==> src/rtl/cb_exec_ctrl.sv <==
// Sequencer for CB-prefixed SM83 instructions: drives the shared ALU,
// writes back register/flags, and runs a bounded read-modify-write for (HL).
package cb_exec_ctrl_pkg;
    typedef logic [7:0] data_t;

    typedef struct packed {
        logic       z;
        logic       n;
        logic       h;
        logic       c;
        logic [3:0] rsvd;
    } flags_t;

    // Upper three bits select the operation class, lower three the bit index
    // or shift kind, so a CB opcode maps directly onto {class, opcode[5:3]}.
    typedef enum logic [5:0] {
        ALU_NOP   = 6'h00,
        ALU_RLC   = 6'h08, ALU_RRC   = 6'h09, ALU_RL    = 6'h0A, ALU_RR    = 6'h0B,
        ALU_SLA   = 6'h0C, ALU_SRA   = 6'h0D, ALU_SWAP  = 6'h0E, ALU_SRL   = 6'h0F,
        ALU_BIT_0 = 6'h10, ALU_BIT_1 = 6'h11, ALU_BIT_2 = 6'h12, ALU_BIT_3 = 6'h13,
        ALU_BIT_4 = 6'h14, ALU_BIT_5 = 6'h15, ALU_BIT_6 = 6'h16, ALU_BIT_7 = 6'h17,
        ALU_RES_0 = 6'h18, ALU_RES_1 = 6'h19, ALU_RES_2 = 6'h1A, ALU_RES_3 = 6'h1B,
        ALU_RES_4 = 6'h1C, ALU_RES_5 = 6'h1D, ALU_RES_6 = 6'h1E, ALU_RES_7 = 6'h1F,
        ALU_SET_0 = 6'h20, ALU_SET_1 = 6'h21, ALU_SET_2 = 6'h22, ALU_SET_3 = 6'h23,
        ALU_SET_4 = 6'h24, ALU_SET_5 = 6'h25, ALU_SET_6 = 6'h26, ALU_SET_7 = 6'h27
    } alu_op_t;

    localparam logic [2:0] ALU_GRP_SHIFT = 3'b001;
    localparam logic [2:0] ALU_GRP_BIT   = 3'b010;
    localparam logic [2:0] ALU_GRP_RES   = 3'b011;
    localparam logic [2:0] ALU_GRP_SET   = 3'b100;
endpackage

module cb_exec_ctrl
    import cb_exec_ctrl_pkg::*;
#(
    parameter int ACK_TIMEOUT = 16
) (
    input  logic                 clk,
    input  logic                 rst,
    input  logic                 op_valid,
    output logic                 op_ready,
    input  logic [7:0]           opcode,
    input  flags_t               in_flags,
    input  logic [15:0]          hl,
    output logic [2:0]           rf_rd_sel,
    input  data_t                rf_rdata,
    output logic                 rf_we,
    output logic [2:0]           rf_wr_sel,
    output data_t                rf_wdata,
    output logic                 flags_we,
    output flags_t               flags_wdata,
    output alu_op_t              alu_op,
    output data_t                alu_op1,
    input  data_t                alu_result,
    input  flags_t               alu_flags,
    cb_exec_ctrl_if.master       mem,
    output logic                 done,
    output logic                 err
);

    localparam int CNT_W = (ACK_TIMEOUT > 0) ? $clog2(ACK_TIMEOUT + 1) : 1;

    typedef enum logic [2:0] {
        S_IDLE,
        S_EXEC,
        S_MRD,
        S_MEXEC,
        S_MWR
    } state_t;

    state_t             state_q, state_d;
    logic [7:0]         opc_q, opc_d;
    alu_op_t            op_q, op_d;
    logic [15:0]        hl_q, hl_d;
    data_t              rdata_q, rdata_d;
    data_t              result_q, result_d;
    logic [CNT_W-1:0]   cnt_q, cnt_d;

    logic               is_shift, is_bit, is_swap, timeout_hit;
    logic [2:0]         reg_sel;
    flags_t             new_flags;

    logic               mem_rd_c, mem_wr_c;
    logic [15:0]        mem_addr_c;
    data_t              mem_wdata_c;

    logic               unused_flag_bits;

    function automatic alu_op_t decode_op(input logic [7:0] opc);
        logic [2:0] grp;
        unique case (opc[7:6])
            2'b00:   grp = ALU_GRP_SHIFT;
            2'b01:   grp = ALU_GRP_BIT;
            2'b10:   grp = ALU_GRP_RES;
            default: grp = ALU_GRP_SET;
        endcase
        return alu_op_t'({grp, opc[5:3]});
    endfunction

    assign is_shift    = (opc_q[7:6] == 2'b00);
    assign is_bit      = (opc_q[7:6] == 2'b01);
    assign is_swap     = (opc_q[7:3] == 5'b00110);
    assign reg_sel     = opc_q[2:0];
    assign timeout_hit = (ACK_TIMEOUT != 0) && (cnt_q == CNT_W'(ACK_TIMEOUT));

    // Only Z and C come from the ALU; N/H are fixed by the instruction class.
    always_comb begin
        new_flags = '0;
        if (is_shift) begin
            new_flags.z = alu_flags.z;
            new_flags.c = is_swap ? 1'b0 : alu_flags.c;
        end else if (is_bit) begin
            new_flags.z = alu_flags.z;
            new_flags.h = 1'b1;
            new_flags.c = in_flags.c;
        end
    end

    // NOTE: every output and next-state value gets a default before the case
    // so that no path leaves a signal unassigned and a latch is inferred.
    always_comb begin
        state_d     = state_q;
        opc_d       = opc_q;
        op_d        = op_q;
        hl_d        = hl_q;
        rdata_d     = rdata_q;
        result_d    = result_q;
        cnt_d       = cnt_q;

        op_ready    = 1'b0;
        rf_rd_sel   = 3'd0;
        rf_we       = 1'b0;
        rf_wr_sel   = 3'd0;
        rf_wdata    = '0;
        flags_we    = 1'b0;
        flags_wdata = '0;
        alu_op      = ALU_NOP;
        alu_op1     = '0;
        mem_rd_c    = 1'b0;
        mem_wr_c    = 1'b0;
        mem_addr_c  = '0;
        mem_wdata_c = '0;
        done        = 1'b0;
        err         = 1'b0;

        unique case (state_q)
            S_IDLE: begin
                op_ready = 1'b1;
                if (op_valid) begin
                    opc_d   = opcode;
                    op_d    = decode_op(opcode);
                    hl_d    = hl;
                    cnt_d   = '0;
                    state_d = (opcode[2:0] == 3'd6) ? S_MRD : S_EXEC;
                end
            end

            S_EXEC: begin
                rf_rd_sel = reg_sel;
                alu_op    = op_q;
                alu_op1   = rf_rdata;
                if (!is_bit) begin
                    rf_we     = 1'b1;
                    rf_wr_sel = reg_sel;
                    rf_wdata  = alu_result;
                end
                if (is_shift || is_bit) begin
                    flags_we    = 1'b1;
                    flags_wdata = new_flags;
                end
                done    = 1'b1;
                state_d = S_IDLE;
            end

            S_MRD: begin
                if (timeout_hit) begin
                    done    = 1'b1;
                    err     = 1'b1;
                    state_d = S_IDLE;
                end else begin
                    mem_rd_c   = 1'b1;
                    mem_addr_c = hl_q;
                    if (mem.mem_ack) begin
                        rdata_d = mem.mem_rdata;
                        state_d = S_MEXEC;
                    end else if (ACK_TIMEOUT != 0) begin
                        cnt_d = cnt_q + CNT_W'(1);
                    end
                end
            end

            S_MEXEC: begin
                alu_op   = op_q;
                alu_op1  = rdata_q;
                result_d = alu_result;
                if (is_shift || is_bit) begin
                    flags_we    = 1'b1;
                    flags_wdata = new_flags;
                end
                if (is_bit) begin
                    done    = 1'b1;
                    state_d = S_IDLE;
                end else begin
                    cnt_d   = '0;
                    state_d = S_MWR;
                end
            end

            S_MWR: begin
                if (timeout_hit) begin
                    done    = 1'b1;
                    err     = 1'b1;
                    state_d = S_IDLE;
                end else begin
                    mem_wr_c    = 1'b1;
                    mem_addr_c  = hl_q;
                    mem_wdata_c = result_q;
                    if (mem.mem_ack) begin
                        done    = 1'b1;
                        state_d = S_IDLE;
                    end else if (ACK_TIMEOUT != 0) begin
                        cnt_d = cnt_q + CNT_W'(1);
                    end
                end
            end

            default: state_d = S_IDLE;
        endcase
    end

    // NOTE: sequential state uses non-blocking assignments only, so every
    // flop samples its _d value from before this edge.
    always_ff @(posedge clk) begin
        if (rst) begin
            state_q  <= S_IDLE;
            opc_q    <= '0;
            op_q     <= ALU_NOP;
            hl_q     <= '0;
            rdata_q  <= '0;
            result_q <= '0;
            cnt_q    <= '0;
        end else begin
            state_q  <= state_d;
            opc_q    <= opc_d;
            op_q     <= op_d;
            hl_q     <= hl_d;
            rdata_q  <= rdata_d;
            result_q <= result_d;
            cnt_q    <= cnt_d;
        end
    end

    assign mem.mem_rd    = mem_rd_c;
    assign mem.mem_wr    = mem_wr_c;
    assign mem.mem_addr  = mem_addr_c;
    assign mem.mem_wdata = mem_wdata_c;

    assign unused_flag_bits = ^{in_flags.z, in_flags.n, in_flags.h, in_flags.rsvd,
                                alu_flags.n, alu_flags.h, alu_flags.rsvd};

endmodule
==> src/rtl/cb_exec_ctrl_if.sv <==
// Memory bus between the CB execution sequencer and the system bus.
// Carries a single outstanding read or write request with a shared ack.
interface cb_exec_ctrl_if;
    logic        mem_rd;
    logic        mem_wr;
    logic [15:0] mem_addr;
    logic [7:0]  mem_wdata;
    logic [7:0]  mem_rdata;
    logic        mem_ack;

    modport master (
        output mem_rd, mem_wr, mem_addr, mem_wdata,
        input  mem_rdata, mem_ack
    );

    modport slave (
        input  mem_rd, mem_wr, mem_addr, mem_wdata,
        output mem_rdata, mem_ack
    );
endinterface

==> src/flat_wrapper.sv <==
// flat-port wrapper written by rule: the top's interface ports become plain ports
module cb_exec_ctrl_flat import cb_exec_ctrl_pkg::*;
#(
    parameter int ACK_TIMEOUT = 16
)
  (clk, rst, op_valid, op_ready, opcode, in_flags, hl, rf_rd_sel, rf_rdata, rf_we, rf_wr_sel, rf_wdata, flags_we, flags_wdata, alu_op, alu_op1, alu_result, alu_flags, done, err, mem_mem_rd, mem_mem_wr, mem_mem_addr, mem_mem_wdata, mem_mem_rdata, mem_mem_ack);
  cb_exec_ctrl_if mem_i ();
  input  logic clk;
  input  logic rst;
  input  logic op_valid;
  output logic op_ready;
  input  logic [7:0] opcode;
  input  flags_t in_flags;
  input  logic [15:0] hl;
  output logic [2:0] rf_rd_sel;
  input  data_t rf_rdata;
  output logic rf_we;
  output logic [2:0] rf_wr_sel;
  output data_t rf_wdata;
  output logic flags_we;
  output flags_t flags_wdata;
  output alu_op_t alu_op;
  output data_t alu_op1;
  input  data_t alu_result;
  input  flags_t alu_flags;
  output logic done;
  output logic err;
  output wire logic [$bits(mem_i.mem_rd)-1:0] mem_mem_rd;
  output wire logic [$bits(mem_i.mem_wr)-1:0] mem_mem_wr;
  output wire logic [$bits(mem_i.mem_addr)-1:0] mem_mem_addr;
  output wire logic [$bits(mem_i.mem_wdata)-1:0] mem_mem_wdata;
  input wire logic [$bits(mem_i.mem_rdata)-1:0] mem_mem_rdata;
  input wire logic [$bits(mem_i.mem_ack)-1:0] mem_mem_ack;
  assign mem_mem_rd = mem_i.mem_rd;
  assign mem_mem_wr = mem_i.mem_wr;
  assign mem_mem_addr = mem_i.mem_addr;
  assign mem_mem_wdata = mem_i.mem_wdata;
  assign mem_i.mem_rdata = mem_mem_rdata;
  assign mem_i.mem_ack = mem_mem_ack;
  cb_exec_ctrl #(.ACK_TIMEOUT(ACK_TIMEOUT)) u_core (.clk(clk), .rst(rst), .op_valid(op_valid), .op_ready(op_ready), .opcode(opcode), .in_flags(in_flags), .hl(hl), .rf_rd_sel(rf_rd_sel), .rf_rdata(rf_rdata), .rf_we(rf_we), .rf_wr_sel(rf_wr_sel), .rf_wdata(rf_wdata), .flags_we(flags_we), .flags_wdata(flags_wdata), .alu_op(alu_op), .alu_op1(alu_op1), .alu_result(alu_result), .alu_flags(alu_flags), .mem(mem_i), .done(done), .err(err));
endmodule
==> config.mk <==
export PLATFORM = sky130hd
export DESIGN_NAME = cb_exec_ctrl_flat
export DESIGN_NICKNAME = d
export VERILOG_FILES = /design/src/rtl/cb_exec_ctrl.sv /design/src/rtl/cb_exec_ctrl_if.sv /design/src/flat_wrapper.sv
export SDC_FILE = /design/constraint.sdc
export NUM_CORES = 1
export LEC_CHECK = 0
export CAP_MARGIN = 30
export CORE_ASPECT_RATIO = 1.1
export CORE_UTILIZATION = 50
export CTS_CLUSTER_DIAMETER = 40
export DETAILED_ROUTE_END_ITERATION = 10
export DONT_BUFFER_PORTS = 1
export PLACE_DENSITY_LB_ADDON = 0.12
export SLEW_MARGIN = 10
export SYNTH_ARGS = -nofsm -noshare
export SYNTH_HDL_FRONTEND = slang
export SYNTH_SLANG_ARGS = --single-unit
==> constraint.sdc <==
create_clock -name clk -period 2.85 [get_ports clk]
set_clock_uncertainty 0.15 [all_clocks]
set_input_delay 0.57 -clock clk [delete_from_list [all_inputs] [get_ports clk]]
set_output_delay 0.57 -clock clk [all_outputs]
set_load 0.03 [all_outputs]
# --- Word-level counts from Yosys, hierarchy flattened ---
# Index checks and enable logic that the tools add are counted.
totals:
  regBits: 54
  inputBits: 68
  output_inout_bits: 67
classes:
  n_addsub: 1
  eq_ne: 16
  n_mux: 47
  bitwise: 1
  reduce_logical: 11
op_table:
  columns: ["operator", "count"]
  rows:
  - ["$mux 8", 6]
  - ["$mux 16", 2]
  - ["$mux 3", 9]
  - ["$mux 5", 4]
  - ["$mux 1", 18]
  - ["$pmux 8 s2", 1]
  - ["$pmux 5 s3", 1]
  - ["$pmux 3 s4", 1]
  - ["$pmux 3 s3", 1]
  - ["$ne 2x2->1 const B", 4]
  - ["$eq 3x2->1 const B", 2]
  - ["$eq 3x3->1 const B", 2]
  - ["$mux 6", 1]
  - ["$ne 3x2->1 const B", 2]
  - ["$reduce_and 3->1", 2]
  - ["$add 5x1->5 const B", 1]
  - ["$eq 5x3->1 const B", 1]
  - ["$eq 5x5->1 const B", 1]
  - ["$reduce_and 5->1", 1]
  - ["$eq 2x1->1 const B", 2]
  - ["$logic_not 2->1", 2]
  - ["$mux 2", 2]
  - ["$pmux 1 s4", 1]
  - ["$reduce_or 2->1", 2]
  - ["7 further kinds", 7]

# --- Depth between registers and ports, before layout ---
logic_depth:
  depth_word: 5
  mapped_depth: 8
  ltp_nobuf: 6

# --- Least setup slack after synthesis ---
# No wires, ideal clock.
synth_timing:
  path_kind: "reg2out"
  startpoint: "register u_core.cnt_q[0]"
  endpoint: "output mem_mem_wdata[0]"
  arrival_time_ns: 1.773
  slack_ns: 0.357
  stages_incl_launch_ff: 6
  path_buffers: 0
  path_cell_list: "dfxtp_1 -> inv_1 -> ha_1 -> nor4bb_4 -> nor2_1 -> and2_1"
synth_via:
  elab_chain_len: 3
synth_rtl:
  columns: ["item", "line", "text"]
  rows:
  - ["from (decl)", "cb_exec_ctrl.sv:78", "logic [CNT_W-1:0] cnt_q, cnt_d;"]
  - ["from (signal assigned)", "cb_exec_ctrl.sv:250", "cnt_q <= cnt_d;"]
  - ["$eq 5x5->1", "cb_exec_ctrl.sv:105", "assign timeout_hit = (ACK_TIMEOUT != 0) && (cnt_q == CNT_W'(ACK_TIMEOUT));"]
  - ["$mux 8", "cb_exec_ctrl.sv:211", "if (timeout_hit) begin"]
  - ["$mux 8", "cb_exec_ctrl.sv:147", "unique case (state_q)"]
  - ["to (decl)", "flat_wrapper.sv:31", "output wire logic [$bits(mem_i.mem_wdata)-1:0] mem_mem_wdata;"]
# Every way passes these cells.

# --- Worst setup path after layout ---
layout_timing:
  startpoint: "register u_core.cnt_q[0]"
  endpoint: "output mem_mem_addr[15]"
layout_via:
  elab_chain_len: 3
layout_rtl:
  columns: ["item", "line", "text"]
  rows:
  - ["$eq 5x5->1", "cb_exec_ctrl.sv:105", null]
  - ["$mux 16", "cb_exec_ctrl.sv:177, cb_exec_ctrl.sv:211", null]
  - ["$mux 16", null, null]
  - ["to (decl)", "flat_wrapper.sv:30", "output wire logic [$bits(mem_i.mem_addr)-1:0] mem_mem_addr;"]
# Every way passes these cells.

==> metrics.log <==
[metrics] CP most frequent cell: sky130_fd_sc_hd__buf_4
[metrics] worst endpoint data arrival time: 1970 ps
[metrics] Startpoint Class: flop
[metrics] Total Wirelength: 6.064 mm
[metrics] Initial DRC Count: 99
[metrics] CTS tree: built
[metrics] hold_buf cts: 0
[metrics] wire length of the first global-routing pass: 9.729 mm
[metrics] Static Leak: 1.161 nW
[metrics] die height: 78.25 um
[metrics] Min-Delay Path Class: in -> reg
[metrics] total congestion overflow: 0
[metrics] Yosys top cell by area: sky130_fd_sc_hd__dfxtp_1
[metrics] Sink Count: 51
[metrics] average footprint of a synthesized cell: 7.550 um^2
[metrics] cell with the largest stage delay on the worst path: sky130_fd_sc_hd__nor3_4
[metrics] total global-route track usage: 21.84%
[metrics] half-perimeter wire length after placement: 4.209 mm
[metrics] final hold violations: 0
[metrics] setup_tns: 0 ps
[metrics] register bit total from synthesis: 51
[metrics] final-report setup violation count: 0
[metrics] violated checks: design-rule violations
[metrics] standard-cell row count: 27
[metrics] area growth from synthesis to layout: 12.55%
[metrics] fraction of final layout cells sized beyond drive strength 1: 14.17%
[metrics] Post-Synthesis Cells: 350
[metrics] H-tree levels: 2
[metrics] number of input and output port buffers inserted: 0
[metrics] largest stage delay on the critical path: 370 ps
[metrics] combined area of all synthesized cells: 2643 um^2
[metrics] outcome: finished with violations
[metrics] synthesis warning total: 0
[metrics] post-route standard cell area excluding fillers: 2974 um^2
[metrics] kind of capture point of the worst setup path: primary output
[metrics] clock-pin transition on the worst setup and hold timing paths: 90 ps
[metrics] Fmax achieved: 371.9 MHz
[metrics] Boundary Pins: 135
[metrics] via count: 2360
[metrics] time the final worst path needs with I/O delays and setup: 2689 ps
[metrics] Ant. Diodes: 0
[metrics] latest clock arrival within the worst-skew pair: 300 ps
[metrics] Final Net Count: 446
[metrics] core area: 5034 um^2
[metrics] routability-driven placement congestion ratio: 0.8208
[metrics] largest driver fanout on the critical path: 9
[metrics] Initial Util: 52.50%
[metrics] combined buffer and inverter count along the critical path: 3
[metrics] worst slew slack as a fraction of its limit: 55.08%
[metrics] critical path, cell by cell: inv_1 -> ha_1 -> nor4bb_4 -> nor3_4 -> buf_4 -> and2_1 -> buf_4
[metrics] proportion of netlist area held by the largest area contributor: 38.64%
[metrics] crit-path leading delay family: simple AND/OR/NAND/NOR gates
[metrics] Power Dens Cells: 476.7 nW/um^2
[metrics] Max Slew Vio Count: 0
[metrics] max-capacitance violation count: 0
[metrics] initial antenna violation count: 0
[metrics] area of the die: 5580 um^2
[metrics] number of buffers created by CTS: 5
[metrics] Antenna Nets Post-Route: 0
[metrics] number of library cell types mapped by synthesis: 39
[metrics] core utilization of the finished layout: 59.09%
[metrics] pin count of the biggest net entering global routing: 53
[metrics] via count normalized by instance count: 5.463
[metrics] leading post-synthesis cells by cell area: sky130_fd_sc_hd__dfxtp_1 39%, sky130_fd_sc_hd__and2_1 10%, sky130_fd_sc_hd__nand2_1 10%
[metrics] Worst-Margin Slew: 673.8 ps
[metrics] cell area reported after detailed placement: 2875 um^2
[metrics] root buf cell: sky130_fd_sc_hd__clkbuf_8
[metrics] part of the Yosys area used for sequential elements: 38.64%
[metrics] DRC violations left: 7
[metrics] post-detailed-route wirelength per cell: 14.04 um
[metrics] router iterations before antenna repair: 7
[metrics] maximum root-to-sink buffer count: 2
[metrics] data required time of the worst path: 2130 ps
[metrics] category of the most critical setup path: reg -> out
[metrics] fin crit share: 94.36%
[metrics] via count of the first global-routing pass: 2188
[metrics] overall die width: 71.32 um
[metrics] RSZ-0062 raised after global routing: no
[metrics] Max rail drop VDD: 287.7 uV
worst reg2reg max path, delay by kind of cell, from the launching register on:
family                 cells  cell delay, ps
AND/OR/NAND/NOR            3            1010
buffers and inverters      2             400
flip-flops                 1             330
AO/OA/AOI/OAI              1             140
timing repair:
action | in CTS | in global routing
buffers inserted | 0 | 0
endpoints found under the setup margin | 16 | 15
resized for setup | 1 | 2
pin swaps | 0 | 0
per-layer routing:
metal | routed length (um) | vias up | track usage, %
met2 | 2979 | 76 | 38.38
met4 | 91 | 0 | 7.000
li1 | - | 1198 | -
met1 | 2644 | 1078 | 25.94
met3 | 348 | 8 | 5.263
met5 | 0 | - | 0
power by group:
part           leakage, nW  switching, W  internal [W]
combinational        0.705      0.000176     0.0000698
sequential           0.415     0.0000188      0.000743
clock               0.0412      0.000238      0.000172
total                 1.16      0.000433      0.000985
cell usage in the layout (no fill, tap or decap), types with 2 or more instances in the layout:
cell	synthesis	layout
sky130_fd_sc_hd__a21oi_1	46	46
sky130_fd_sc_hd__dfxtp_1	51	51
sky130_fd_sc_hd__and2_1	44	44
sky130_fd_sc_hd__or3_1	3	3
sky130_fd_sc_hd__nor3_1	4	2
sky130_fd_sc_hd__buf_4	7	39
sky130_fd_sc_hd__nand4b_1	3	3
sky130_fd_sc_hd__a31oi_1	5	5
sky130_fd_sc_hd__nand2b_1	3	3
sky130_fd_sc_hd__ha_1	5	5
sky130_fd_sc_hd__nand2_1	73	73
sky130_fd_sc_hd__clkbuf_8	0	5
sky130_fd_sc_hd__o21ai_0	7	7
sky130_fd_sc_hd__nand3_1	21	21
sky130_fd_sc_hd__conb_1	1	5
sky130_fd_sc_hd__nor2b_1	2	2
sky130_fd_sc_hd__clkinv_2	1	2
sky130_fd_sc_hd__inv_1	6	6
sky130_fd_sc_hd__mux2i_1	8	8
sky130_fd_sc_hd__nor2_1	21	20
sky130_fd_sc_hd__and3_1	4	4
worst paths after layout:
path / from / end / slack, ps / depth (start not counted)
hold reg to reg: u_core.op_q[3] / u_core.op_q[3] / 300 / 2
setup reg to reg: u_core.state_q[1] / u_core.op_q[3] / 760 / 6
setup / recovery: u_core.cnt_q[0] / mem_mem_addr[15] / 160 / 7
hold / removal: rst / u_core.hl_q[4] / 170 / 1
per-stage QoR:
stage / total power (W) / cells / hold WS [ps] / setup WS, ps
2_1_floorplan: 0.0009977 / 354 / 277.3 / 357.1
3_3_place_gp: 0.001020 / 424 / 279.3 / 91.78
3_5_place_dp: 0.001024 / 424 / 284.2 / 47.22
4_1_cts: 0.001427 / 432 / 164.8 / 4.545
5_1_grt: 0.001484 / 432 / 156.3 / 43.90
6_report: 0.001418 / 432 / 173.0 / 160.8
synthesized netlist by cell type (all sizes together):
cell type	number
nand3	21
a21oi	46
conb	1
o2bb2ai	1
or3	4
nand4bb	1
xnor2	1
nor3	4
nor2b	2
buf	14
nand4	1
nor4bb	1
clkinv	1
or2	1
nor2	21
a21o	1
and2	44
o21ai	7
or4	1
o32a	1
nand2b	3
o22ai	1
ha	5
nand3b	1
a311oi	1
inv	6
a31oi	5
mux2i	8
and3	4
nand4b	3
nand2	74
dfxtp	51
o31ai	1
clkbuf	13
logic make-up after synthesis:
logic type | Yosys count | synth area share, %
xor+xnor | 1 | 0.3315
mux | 8 | 3.030
flops | 51 | 38.64
fa+ha+maj | 5 | 2.367
simple gates | 186 | 35.61
compound gates | 64 | 13.07
buf+inv | 34 | 6.818
other cells | 1 | 0.1419
flip-flops by register name, indices dropped and copies added, names as in the netlist:
signal	cells
u_core.op_q	3
u_core.opc_q	8
u_core.cnt_q	5
u_core.hl_q	16
u_core.state_q	3
u_core.result_q	8
u_core.rdata_q	8
final cells by class:
cell class,count,area (um^2)
Clock buffer,6,72.57
Clock inverter,2,12.51
Fill cell,496,2059
Inverter,7,27.53
Multi-Input combinational cell,269,1475
Sequential cell,51,1021
Tap cell,58,72.57
Timing Repair Buffer,39,292.8
Note: power is estimated with default switching activity, not from simulation.
